==> config.mk <==
export PLATFORM = sky130hd
export DESIGN_NAME = note_voice_scheduler
export DESIGN_NICKNAME = d
export VERILOG_FILES = /design/src/rtl/note_voice_scheduler.sv
export SDC_FILE = /design/constraint.sdc
export NUM_CORES = 1
export LEC_CHECK = 0
export ABC_AREA = 1
export ABC_CLOCK_PERIOD_IN_PS = 3700
export BUFFER_PORTS_ARGS = -buffer_cell sky130_fd_sc_hd__buf_2
export CORE_ASPECT_RATIO = 1.2
export CORE_MARGIN = 2
export CORE_UTILIZATION = 36
export DETAILED_ROUTE_END_ITERATION = 8
export PLACE_DENSITY_LB_ADDON = 0.2
export RECOVER_POWER = 25
export SYNTH_ARGS = -nofsm -noshare
export SYNTH_HDL_FRONTEND = slang
export SYNTH_SLANG_ARGS = --single-unit
export TNS_END_PERCENT = 5
==> constraint.sdc <==
create_clock -name clk -period 3.7 [get_ports clk]
set_clock_uncertainty 0.2 [all_clocks]
set_input_delay 0.37 -clock clk [delete_from_list [all_inputs] [get_ports clk]]
set_output_delay 0.37 -clock clk [all_outputs]
set_load 0.02 [all_outputs]
==> src/rtl/note_voice_scheduler.sv <==
// rtl/note_voice_scheduler.sv - round-robin voice table that time-slices one tone divider
// Held keys own table entries; each valid entry sounds for SLICE_CYCLES per turn.
module note_voice_scheduler #(
  parameter int NUM_VOICES   = 4,
  parameter int SLICE_CYCLES = 2500000,
  parameter int CNT_W        = 20,
  localparam int IDX_W       = $clog2(NUM_VOICES),
  localparam int SLICE_W     = (SLICE_CYCLES > 1) ? $clog2(SLICE_CYCLES) : 1
) (
  input  logic                  clk,
  input  logic                  rst,
  input  logic                  key_strobe,
  input  logic [7:0]            key_code,
  input  logic                  key_break,
  input  logic [CNT_W-1:0]      key_count,
  input  logic                  mb_mode,
  input  logic                  mb_play,
  input  logic [CNT_W-1:0]      mb_count,
  output logic [CNT_W-1:0]      tone_count,
  output logic                  voice_active,
  output logic [IDX_W-1:0]      voice_idx,
  output logic [NUM_VOICES-1:0] held_mask,
  output logic                  overflow
);

  typedef enum logic {IDLE, PLAY} state_t;

  localparam logic [SLICE_W-1:0] SLICE_LAST = SLICE_W'(SLICE_CYCLES - 1);

  logic [NUM_VOICES-1:0] valid;
  logic [7:0]            code_tab  [NUM_VOICES];
  logic [CNT_W-1:0]      count_tab [NUM_VOICES];

  state_t             state, state_n;
  logic [IDX_W-1:0]   cur, cur_n, base, hit_idx, free_idx, nxt_idx;
  logic [SLICE_W-1:0] slice, slice_n;
  logic               hit, free, nxt_found, wr_en;

  // Descending scans so the lowest matching / free index wins.
  always_comb begin
    hit      = 1'b0;
    hit_idx  = '0;
    free     = 1'b0;
    free_idx = '0;
    for (int i = NUM_VOICES - 1; i >= 0; i--) begin
      if (valid[i] && code_tab[i] == key_code) begin
        hit     = 1'b1;
        hit_idx = IDX_W'(i);
      end
      if (!valid[i]) begin
        free     = 1'b1;
        free_idx = IDX_W'(i);
      end
    end
  end

  assign wr_en = key_strobe && !key_break && !hit && free;

  always_ff @(posedge clk or posedge rst) begin
    if (rst) begin
      valid    <= '0;
      overflow <= 1'b0;
    end else begin
      overflow <= 1'b0;
      if (key_strobe && key_break && hit)
        valid[hit_idx] <= 1'b0;
      else if (wr_en)
        valid[free_idx] <= 1'b1;
      else if (key_strobe && !key_break && !hit)
        overflow <= 1'b1;
    end
  end

  always_ff @(posedge clk) begin
    if (wr_en) begin
      code_tab[free_idx]  <= key_code;
      count_tab[free_idx] <= key_count;
    end
  end

  // From IDLE the search starts just past the top entry so it lands on the lowest valid one.
  assign base = (state == IDLE) ? IDX_W'(NUM_VOICES - 1) : cur;

  always_comb begin
    nxt_found = 1'b0;
    nxt_idx   = cur;
    for (int k = NUM_VOICES; k >= 1; k--) begin
      if (valid[IDX_W'((int'(base) + k) % NUM_VOICES)]) begin
        nxt_found = 1'b1;
        nxt_idx   = IDX_W'((int'(base) + k) % NUM_VOICES);
      end
    end
  end

  always_comb begin
    state_n = state;
    cur_n   = cur;
    slice_n = slice;
    case (state)
      IDLE: begin
        if (nxt_found) begin
          state_n = PLAY;
          cur_n   = nxt_idx;
          slice_n = '0;
        end
      end
      PLAY: begin
        if (!valid[cur] || slice == SLICE_LAST) begin
          slice_n = '0;
          if (nxt_found) begin
            cur_n = nxt_idx;
          end else begin
            state_n = IDLE;
            cur_n   = '0;
          end
        end else begin
          slice_n = slice + 1'b1;
        end
      end
      default: state_n = IDLE;
    endcase
  end

  always_ff @(posedge clk or posedge rst) begin
    if (rst) begin
      state        <= IDLE;
      cur          <= '0;
      slice        <= '0;
      tone_count   <= '0;
      voice_active <= 1'b0;
    end else begin
      state        <= state_n;
      cur          <= cur_n;
      slice        <= slice_n;
      voice_active <= !mb_mode && (state_n == PLAY);
      if (mb_mode)
        tone_count <= mb_play ? mb_count : '0;
      else
        tone_count <= (state_n == PLAY) ? count_tab[cur_n] : '0;
    end
  end

  assign voice_idx = cur;
  assign held_mask = valid;

endmodule
# Word-level counts from Yosys, hierarchy flattened
# Memories as Yosys holds them, arrays and structs flattened.
# Cells that the tools add are included.
# W data, S select, Z words.
[word_totals]
regBits = 51
latch_bits = 0
inputBits = 54
out_inout_bits = 28
rom_bits = 0
n_memories = 2
mem_bits_rw = 112
[op_classes]
order_cmp = 9
add_sub_neg = 5
multipliers = 0
bitwise = 4
mux = 63
eq_ne = 6
n_shift = 0
n_reduce_logical = 18
div = 0
[mem_list]
columns = ["memory", "words", "word_bits", "read_ports", "rd_ports_with_merged_regs", "write_ports", "line", "rtl"]
rows = [
  ["count_tab", 4, 20, 1, 0, 1, "32", "logic [CNT_W-1:0] count_tab [NUM_VOICES];"],
  ["code_tab", 4, 8, 4, 0, 1, "31", "logic [7:0] code_tab [NUM_VOICES];"],
]
[ops]
columns = ["op", "count"]
rows = [
  ["$mux W20", 3],
  ["$mux W22", 2],
  ["$pmux W22 S2", 1],
  ["$eq A8 B8 Y1", 4],
  ["$mux W2", 16],
  ["$mux W1", 30],
  ["$add A22 B1 Y22 const B", 1],
  ["$eq A22 B22 Y1 const B", 1],
  ["$lt A2 B4 Y1 const B", 4],
  ["$logic_and A1 B1 Y1", 12],
  ["$bmux W1 S2", 5],
  ["$lt A2 B3 Y1 const B", 3],
  ["$mux W4", 2],
  ["$add A2 B1 Y2 const B", 2],
  ["$add A2 B2 Y2 const B", 2],
  ["$and A4 B4 Y4", 1],
  ["$demux W1 S2", 2],
  ["$ge A2 B1 Y1 const B", 2],
  ["$logic_not A1 Y1", 4],
  ["$not A4 Y4", 1],
  ["$or A4 B4 Y4", 1],
  ["$pmux W2 S2", 1],
  ["$ne A2 B2 Y1 const B", 1],
  ["$pmux W1 S2", 1],
  ["3 further kinds", 3],
]

# Depth between registers and ports, before layout
# Gate-level depths: netlist of run 1.
# An unclocked memory read counts as a cell.
[depth]
ltp_word = 15
ltp_mapped = 17

# Worst setup path before layout of run 1
# OpenSTA, ideal clock, no wires.
[synth_timing]
kind = "input-to-reg"
from = "input port key_code[0]"
to = "memory code_tab[1][0] (enable)"
path_stages = 10
slack_ns = -0.337
setup_ns = 0.448
n_path_buf = 0
arrival_time_ns = 3.389
required_ns = 3.052
path_cell_list = "inv_1 or2_2 nand3_1 nand3b_1 nor2_1 inv_1 nand2_1 nor2_1 nand4_1 nor3_1"
[synth_between]
elab_chain_len = 11
[synth_rtl]
columns = ["element", "line", "rtl"]
rows = [
  ["start: declaration", "13", "input logic [7:0] key_code,"],
  ["$eq A8 B8 Y1", "46", "if (valid[i] && code_tab[i] == key_code) begin"],
  ["$logic_and A1 B1 Y1", "46", ""],
  ["$mux W1 (3 in a row)", "46", ""],
  ["$mux W1 (*)", "46", ""],
  ["$logic_not A1 Y1 (*)", "57", "assign wr_en = key_strobe && !key_break && !hit && free;"],
  ["$logic_and A1 B1 Y1 (*) (2 in a row)", "57", ""],
  ["$mux W1 (*)", "75", "if (wr_en) begin"],
  ["$mux W1 (not written as such) (*)", "76", "code_tab[free_idx] <= key_code;"],
  ["end: declaration", "31", ""],
]
# Every way passes the cells marked *; elsewhere a longest branch is shown, timed or not.

# Final worst setup path of run 1
[layout_timing]
from = "input port key_code[3]"
to = "memory count_tab[3][14] (enable)"
[layout_between]
elab_chain_len = 11
[layout_rtl]
columns = ["element", "line", "rtl"]
rows = [
  ["$eq A8 B8 Y1", "46", ""],
  ["$logic_and A1 B1 Y1", "46", ""],
  ["$mux W1 (3 in a row)", "46", ""],
  ["$mux W1 (*)", "46", ""],
  ["$logic_not A1 Y1 (*)", "57", ""],
  ["$logic_and A1 B1 Y1 (*) (2 in a row)", "57", ""],
  ["$mux W1 (*)", "75", ""],
  ["$mux W1 (not written as such) (*)", "77", "count_tab[free_idx] <= key_count;"],
  ["end: declaration", "32", ""],
]
# Marked as above.

==> metrics.md, run 1 <==
| Metric | Value |
|---|---|
| Post-synth net total | slightly below 800 |
| Largest family of logic cells by synthesized area | simple AND/OR/NAND/NOR gates |
| Most common cell in the synthesized netlist | nand2_1 |
| Part of the power in combinational logic | approximately two fifths |
| H-tree levels | 4 |
| WP data required | about 3.6 ns |
| CTS resizes | 0 |
| Final min period | about 3.2 ns |
| CTS tree | yes |
| Synth unique cells | 37 |
| Total CTS buffers | 17 |
| Max-cap viol count | 0 |
| Initial Util | a little under two fifths |
| NetSw | between 2000 and 3000 uW |
| Dpl hpwl | between 10 and 15 mm |
| Compound-Gate Fraction of Synth Area | 4.71% |
| Reg power frac | around a third |
| Least-Margin Pin Slew | between 1 and 1.5 ns |
| Outcome | completed |
| Final hold viol count | 0 |
| Clk_lat worst skew | 0.42 ns |
| Drt pass-1 iters | 5 |
| Io pins | 82 |
| Post-synthesis simple-gate area fraction | between 20% and 30% |
| Post-synth EDFFs | 112 |
| CP endpoint kind | flop |
| Vias in the first global route | about 5,700 |
| Final net count | 922 |
| Crit path DAT | around 3 ns |
| Yosys warnings | 0 |
| Clock buffer depth | 2 |
| Ant diodes | 0 |
| Die X | around 140 um |
| Crit path cell chain | dlygate4sd3_1 -> clkbuf_1 -> inv_1 -> or2_2 -> nand2_1 -> nor2_1 -> nand3b_1 -> nor2_1 -> inv_1 -> nand2_1 -> nor2_1 -> nand4_1 -> nor3_2 -> buf_4 |
| Top cells by area, synth | edfxtp_1 45%, dfrtp_1 17%, nand2_1 9.6% |
| Fmax | around 0.31 GHz |
| Main flop type after synthesis | edfxtp_1 |
| Global route overflow | 0 |
| Post-synth top cells | 190 x nand2_1, 112 x edfxtp_1, 96 x nand3_1, 52 x inv_1, 51 x dfrtp_1 |
| Sequential element share of the synthesized area | 62.4% |
| CP max stage delay | approximately 0.52 ns |
| Fin. max-slew vios | 0 |
| Clock network fraction of design power | between 20% and 30% |
| Worst Path Buf+Inv | 5 |
| Multi-input logic area | roughly 2400 sq um |
| Syn_area_per_cell | between 10 and 15 sq um |
| Largest net degree at the start of global routing | 42 |
| VDD IR max | around 0.64 mV |
| Die H | about 160 um |
| Post-Synth XOR/XNOR Area | about 2.2% |
| Pre-CTS setup slack | about 0.59 ns |
| Post-Syn Area | between 7000 and 8000 sq um |
| Slowest-stage cell, CP | dlygate4sd3_1 |
| RSZ-0062 raised after global routing | no |
| Switching part of the total | around 40% |
| Flip-flop and latch area | 4640 sq um |
| Total GRT Usage | between 15 and 20% |
| # DRC | 0 |
| Async S/R FF share, synth | 31.3% |
| Adder-Cell Fraction of Synth Area | 0.168% |
| Critical path type | in2reg |
| Final period util | 86.9% |
| Routed vias | around 5,600 |
| Final setup margin | between 0.4 and 0.5 ns |
| CP Launch Type | primary input |
| Initial antenna violation count | 0 |
| Die area | approximately 22,000 sq um |
| Mux contribution to synthesized area | 0% |
| Worst min path class | in2reg |
| Seq cells post-synth | about 160 |
| Clock Sinks | around 160 |
| Cells after Synth | between 700 and 800 |
| Final ANT Viol Nets | 0 |
| CTS root buf | clkbuf_16 |
| CP most frequent cell | nor2_1 |
| CP delay by family, top | buffers and inverters |
| Clock-pin slew on the worst setup and hold paths | roughly 0.06 ns |
| Drt via density | 4.90 |
| Initial DRC count | approximately 260 |
| Leakage power | roughly 0.0038 uW |
| Pwr dens | 741 nW/um^2 |
| IO buf count | a little over 80 |
| Area Growth Syn to Fin | 22.8% |
| Relative slew slack | 27.0% |
| Filler instances | between 1,500 and 2,000 |
| Worst-path fanout max | 28 |
| Share of layout cells above drive strength 1 | between 15 and 20% |
| Routed WL per cell | 15.5 um |
| Core Area | just over 20,000 sq um |
| Row count | 57 |
| Top cell type's share of synthesized area | 45.2% |
| Internal power | 4050 uW |
| Final Hold Slack | 0.0967 ns |
| Global-route wire length before repair | ~29 mm |
| Layout Utilization | between 40% and 50% |
| Count of final setup violators | 0 |
| Cell taking the most area after synthesis | edfxtp_1 |
| GP Congestion | approximately 0.80 |
| Post-Route WL | 17.7 mm |
repair_timing:
action / in CTS / in global routing
hold buffers: 43 / 0
buffers inserted: 0 / 0
hold endpoints to repair: 141 / 0
worst register-to-register path, delay by kind of cell, from the launching register on:
kind,cells,cell delay [ns]
AND/OR/NAND/NOR,10,1.22
AO/OA/AOI/OAI,2,0.87
flip-flops,1,0.58
buffers and inverters,1,0.10
flip-flops by register name, summed over array words and instances, names as in the netlist:
name	cells
voice_idx	2
code_tab	32
held_mask	4
slice	22
voice_active	1
state	1
overflow	1
count_tab	80
tone_count	20
cells by family after synthesis:
| group | after synthesis |
|---|---|
| adders and majority gates | 1 |
| DFF | 163 |
| buffers and inverters | 89 |
| and+or+nand+nor | 407 |
| AOI/OAI and AO/OA | 59 |
| xor gates and xnor gates | 19 |
final timing paths:
kind / slack, ns / start / cells past startpoint / end
setup / recovery: 0.48 / key_code[3] / 14 / count_tab[3][14]$_DFFE_PP_
hold / removal: 0.1 / key_strobe / 3 / overflow$_DFF_PP0_
min in group asynchronous: 0.46 / rst / 3 / slice[15]$_DFFE_PP0P_
max in group asynchronous: 2.08 / rst / 4 / voice_idx[0]$_DFF_PP0_
hold reg to reg: 0.33 / slice[0]$_DFFE_PP0P_ / 1 / slice[0]$_DFFE_PP0P_
setup reg to reg: 0.62 / state$_DFF_PP0_ / 13 / tone_count[13]$_DFF_PP0_
power by group through the flow:
stage               Clock [uW]  Combinational [uW]  Sequential [uW]
floorplan                    0                1940             2470
global placement             0                2680             2330
detailed placement           0                2690             2330
CTS                       1820                2730             2290
global route              1900                3050             2320
finish                    1790                2690             2290
per-stage QoR:
stage                     instance area, sq um  instances  TNS, ns  power [uW]
after global placement                    8140       1070        0        5010
after CTS                                 9160       1145        0        6850
after detailed placement                  8140       1070        0        5020
final                                     9140       1145        0        6770
after global routing                      9140       1145        0        7270
after floorplan                           7440        738   -18.88        4410
layout by cell type, fill, tap and decap left out, drive strengths merged:
master / Yosys / final
o211ai: 3 / 3
a31oi: 3 / 3
clkinv: 1 / 4
ha: 1 / 1
edfxtp: 112 / 112
nor3: 9 / 9
o2bb2ai: 1 / 1
nor2: 44 / 44
nand4: 48 / 48
xor2: 13 / 13
clkbuf: 7 / 41
nand3: 99 / 99
xnor2: 6 / 6
a41oi: 1 / 1
o22ai: 11 / 11
bufinv: 0 / 2
dlygate4sd3: 0 / 43
o21ai: 21 / 21
or2: 8 / 8
inv: 57 / 65
nand2: 194 / 194
buf: 24 / 75
nor3b: 3 / 3
a21oi: 16 / 16
a32o: 3 / 3
dfrtp: 51 / 51
clkinvlp: 0 / 1
nand3b: 1 / 1
nor4: 1 / 1
per-layer routing:
layer | GRT usage, % | wire length [um]
met5 | 0 | 0
met4 | 6.11 | 318
met3 | 3.36 | 634
met2 | 29.4 | 9040
met1 | 21.0 | 7750
final cells by class:
cell class                      instances  area share [%]
Clock buffer                           18            4.70
Timing Repair Buffer                  141            10.2
Tap cell                              265            3.63
Inverter                               58            2.38
Clock inverter                         14            1.82
Sequential cell                       163            50.8
Multi-Input combinational cell        486            26.4
Note: power is estimated with default switching activity, not from simulation.
==> run 2: changes to the inputs <==
BUFFER_PORTS_ARGS = -buffer_cell sky130_fd_sc_hd__buf_4   (was -buffer_cell sky130_fd_sc_hd__buf_2)
==> metrics.md, run 2 (same netlist as run 1, synthesis figures left out) <==
| Metric | Value |
|---|---|
| Outcome | completed |
| CP Launch Type | primary input |
| Row count | 57 (unchanged) |
| Relative slew slack | 25.4% (-1.6 points) |
| IO buf count | 81 (unchanged) |
| Worst reg2reg endpoint | tone_count[4]$_DFF_PP0_ |
| RSZ-0062 raised after global routing | no |
| Final hold viol count | 0 (unchanged) |
| Initial DRC count | 192 (-26%) |
| Clk_lat worst skew | 0.42 ns (about the same) |
| Worst Hold End | overflow$_DFF_PP0_ |
| Max-cap viol count | 0 (unchanged) |
| Drt via density | 4.93 (+0.63%) |
| CTS root buf | clkbuf_16 |
| Final min period | 3.25 ns (+0.0299 ns) |
| Io pins | 82 (unchanged) |
| NetSw | 2720 uW (-0.14%) |
| Clock buffer depth | 2 (unchanged) |
| Part of the power in combinational logic | 40.3% (+0.6 points) |
| Die H | 161 um (unchanged) |
| H-tree levels | 4 (unchanged) |
| Initial antenna violation count | 0 (unchanged) |
| CP endpoint kind | flop |
| Largest net degree at the start of global routing | 41 (-2.4%) |
| Leakage power | 0.00386 uW (+1.8%) |
| Final Hold Slack | 0.126 ns (+0.0295 ns) |
| Internal power | 4230 uW (+4.4%) |
| Final net count | 925 (+0.33%) |
| Hold Path Origin | key_strobe |
| Least-Margin Pin Slew | 1.12 ns (+0.0236 ns) |
| Initial Util | 36.7% (unchanged) |
| Share of layout cells above drive strength 1 | 15.2% (-0.17 points) |
| Routed WL per cell | 15.4 um (-0.53%) |
| Crit path DAT | 3.11 ns (+0.03 ns) |
| Fmax | 0.308 GHz (-0.92%) |
| Max FFs per register | 80 (unchanged) |
| Pwr dens | 743 nW/um^2 (+0.27%) |
| WP data required | 3.56 ns (about the same) |
| Worst min path class | in2reg |
| R2R cell count | 13 (unchanged) |
| Switching part of the total | 39.1% (-1.1 points) |
| Final ANT Viol Nets | 0 (unchanged) |
| # DRC | 0 (unchanged) |
| Count of final setup violators | 0 (unchanged) |
| Clock Sinks | 163 (unchanged) |
| Critical path type | in2reg |
| Power Total | 6950 uW (+2.6%) |
| Biggest regs | count_tab: 80 flops, code_tab: 32 flops, slice: 22 flops |
| Routed vias | 5,660 (+0.89%) |
| Total CTS buffers | 17 (unchanged) |
| VDD IR max | 0.566 mV (-11%) |
| Total GRT Usage | 17.2% (+0.19 points) |
| CTS tree | yes |
| Die area | 21,800 sq um (unchanged) |
| Area Growth Syn to Fin | 25.6% |
| Drt pass-1 iters | 4 (-1) |
| Reg power frac | 33.2% (-0.7 points) |
| GP Congestion | 0.796 (-0.30%) |
| Vias in the first global route | 5,755 (+1.3%) |
| Post-CTS setup buffers | 0 (unchanged) |
| Clock-pin slew on the worst setup and hold paths | 0.06 ns (about the same) |
| Commonest non-fill, non-tap cell in the layout | nand2_1 |
| Dpl hpwl | 11.3 mm (-3.2%) |
| Global-route wire length before repair | 29.2 mm (+1.9%) |
| Worst-path fanout max | 28 (unchanged) |
| Fin. max-slew vios | 0 (unchanged) |
| Largest reg by FF count | count_tab |
| Worst reg-to-reg setup slack | 0.62 ns (about the same) |
| Ant diodes | 0 (unchanged) |
| Most frequent cells in the layout | 190 x nand2_1, 112 x edfxtp_1, 96 x nand3_1, 71 x buf_4 |
| Hold depth | 3 (unchanged) |
| Die X | 135 um (unchanged) |
| Global route overflow | 0 (unchanged) |
| Core Area | 20,300 sq um (unchanged) |
| Post-Route WL | 17.7 mm (-0.27%) |
| Final period util | 87.7% (+0.81 points) |
| Reg2Reg Launch Point | state$_DFF_PP0_ |
| Clock network fraction of design power | 26.4% (about the same) |
run 2: repair_timing:
action                    4_1_cts  5_1_grt
hold buffers                   47        0
gates resized for setup         0        0
hold endpoints to repair      140        0
run 2: per-stage QoR:
stage               setup TNS [ns]  instance area (sq um)  cells  utilization, %  setup WS (ns)
CTS                              0                   9440   1148            46.6          0.562
global route                     0                   9340   1148            46.1          0.167
finish                           0                   9340   1148            46.1          0.454
global placement                 0                   8350   1069            41.2          0.637
detailed placement               0                   8350   1069            41.2          0.626
floorplan                   -18.88                   7440    738               -         -0.337
run 2: critical path, cell delays in order:
cell and delay (ns):
dlygate4sd3_1 0.52, clkbuf_1 0.21, inv_1 0.16, or2_2 0.31, nand2_1 0.06, nor2_1 0.03
nand3b_1 0.08, nor2_1 0.06, inv_1 0.07, nand2_1 0.06, nor2_1 0.17, nand4_1 0.34
nor3_2 0.20, buf_4 0.43
run 2: worst max-delay path by stage:
| stage | start | to | cells past startpoint | slack, ns |
|---|---|---|---|---|
| after floorplan | key_code[0] | code_tab[1][0]$_DFFE_PP_ | 10 | -0.34 |
| after global placement | key_code[0] | count_tab[1][13]$_DFFE_PP_ | 12 | 0.64 |
| after detailed placement | state$_DFF_PP0_ | tone_count[4]$_DFF_PP0_ | 13 | 0.63 |
| after CTS | key_code[0] | count_tab[3][13]$_DFFE_PP_ | 13 | 0.56 |
| after global routing | state$_DFF_PP0_ | tone_count[5]$_DFF_PP0_ | 13 | 0.17 |
| final | key_code[3] | count_tab[1][14]$_DFFE_PP_ | 14 | 0.45 |
run 2: cell type report:
| cell class | count | area, sq um |
|---|---|---|
| Fill cell | 1968 | 10900 |
| Sequential cell | 163 | 4640 |
| Multi-Input combinational cell | 486 | 2420 |
| Timing Repair Buffer | 144 | 1120 |
| Clock buffer | 17 | 425 |
| Tap cell | 265 | 332 |
| Inverter | 58 | 218 |
| Clock inverter | 15 | 196 |
run 2: power by group through the flow:
stage | sequential [uW] | clock (uW) | combinational [uW]
floorplan | 2470 | 0 | 1940
global placement | 2350 | 0 | 2790
detailed placement | 2350 | 0 | 2800
CTS | 2310 | 1880 | 2850
global route | 2340 | 1950 | 3170
finish | 2310 | 1830 | 2800
run 2: metal layers:
layer	GRT usage [%]	vias to the layer above	wire length (um)
li1	-	2836	-
met1	21.7	2691	7800
met2	29.1	108	8930
met3	3.08	25	595
met4	6.68	0	376
met5	0	-	0
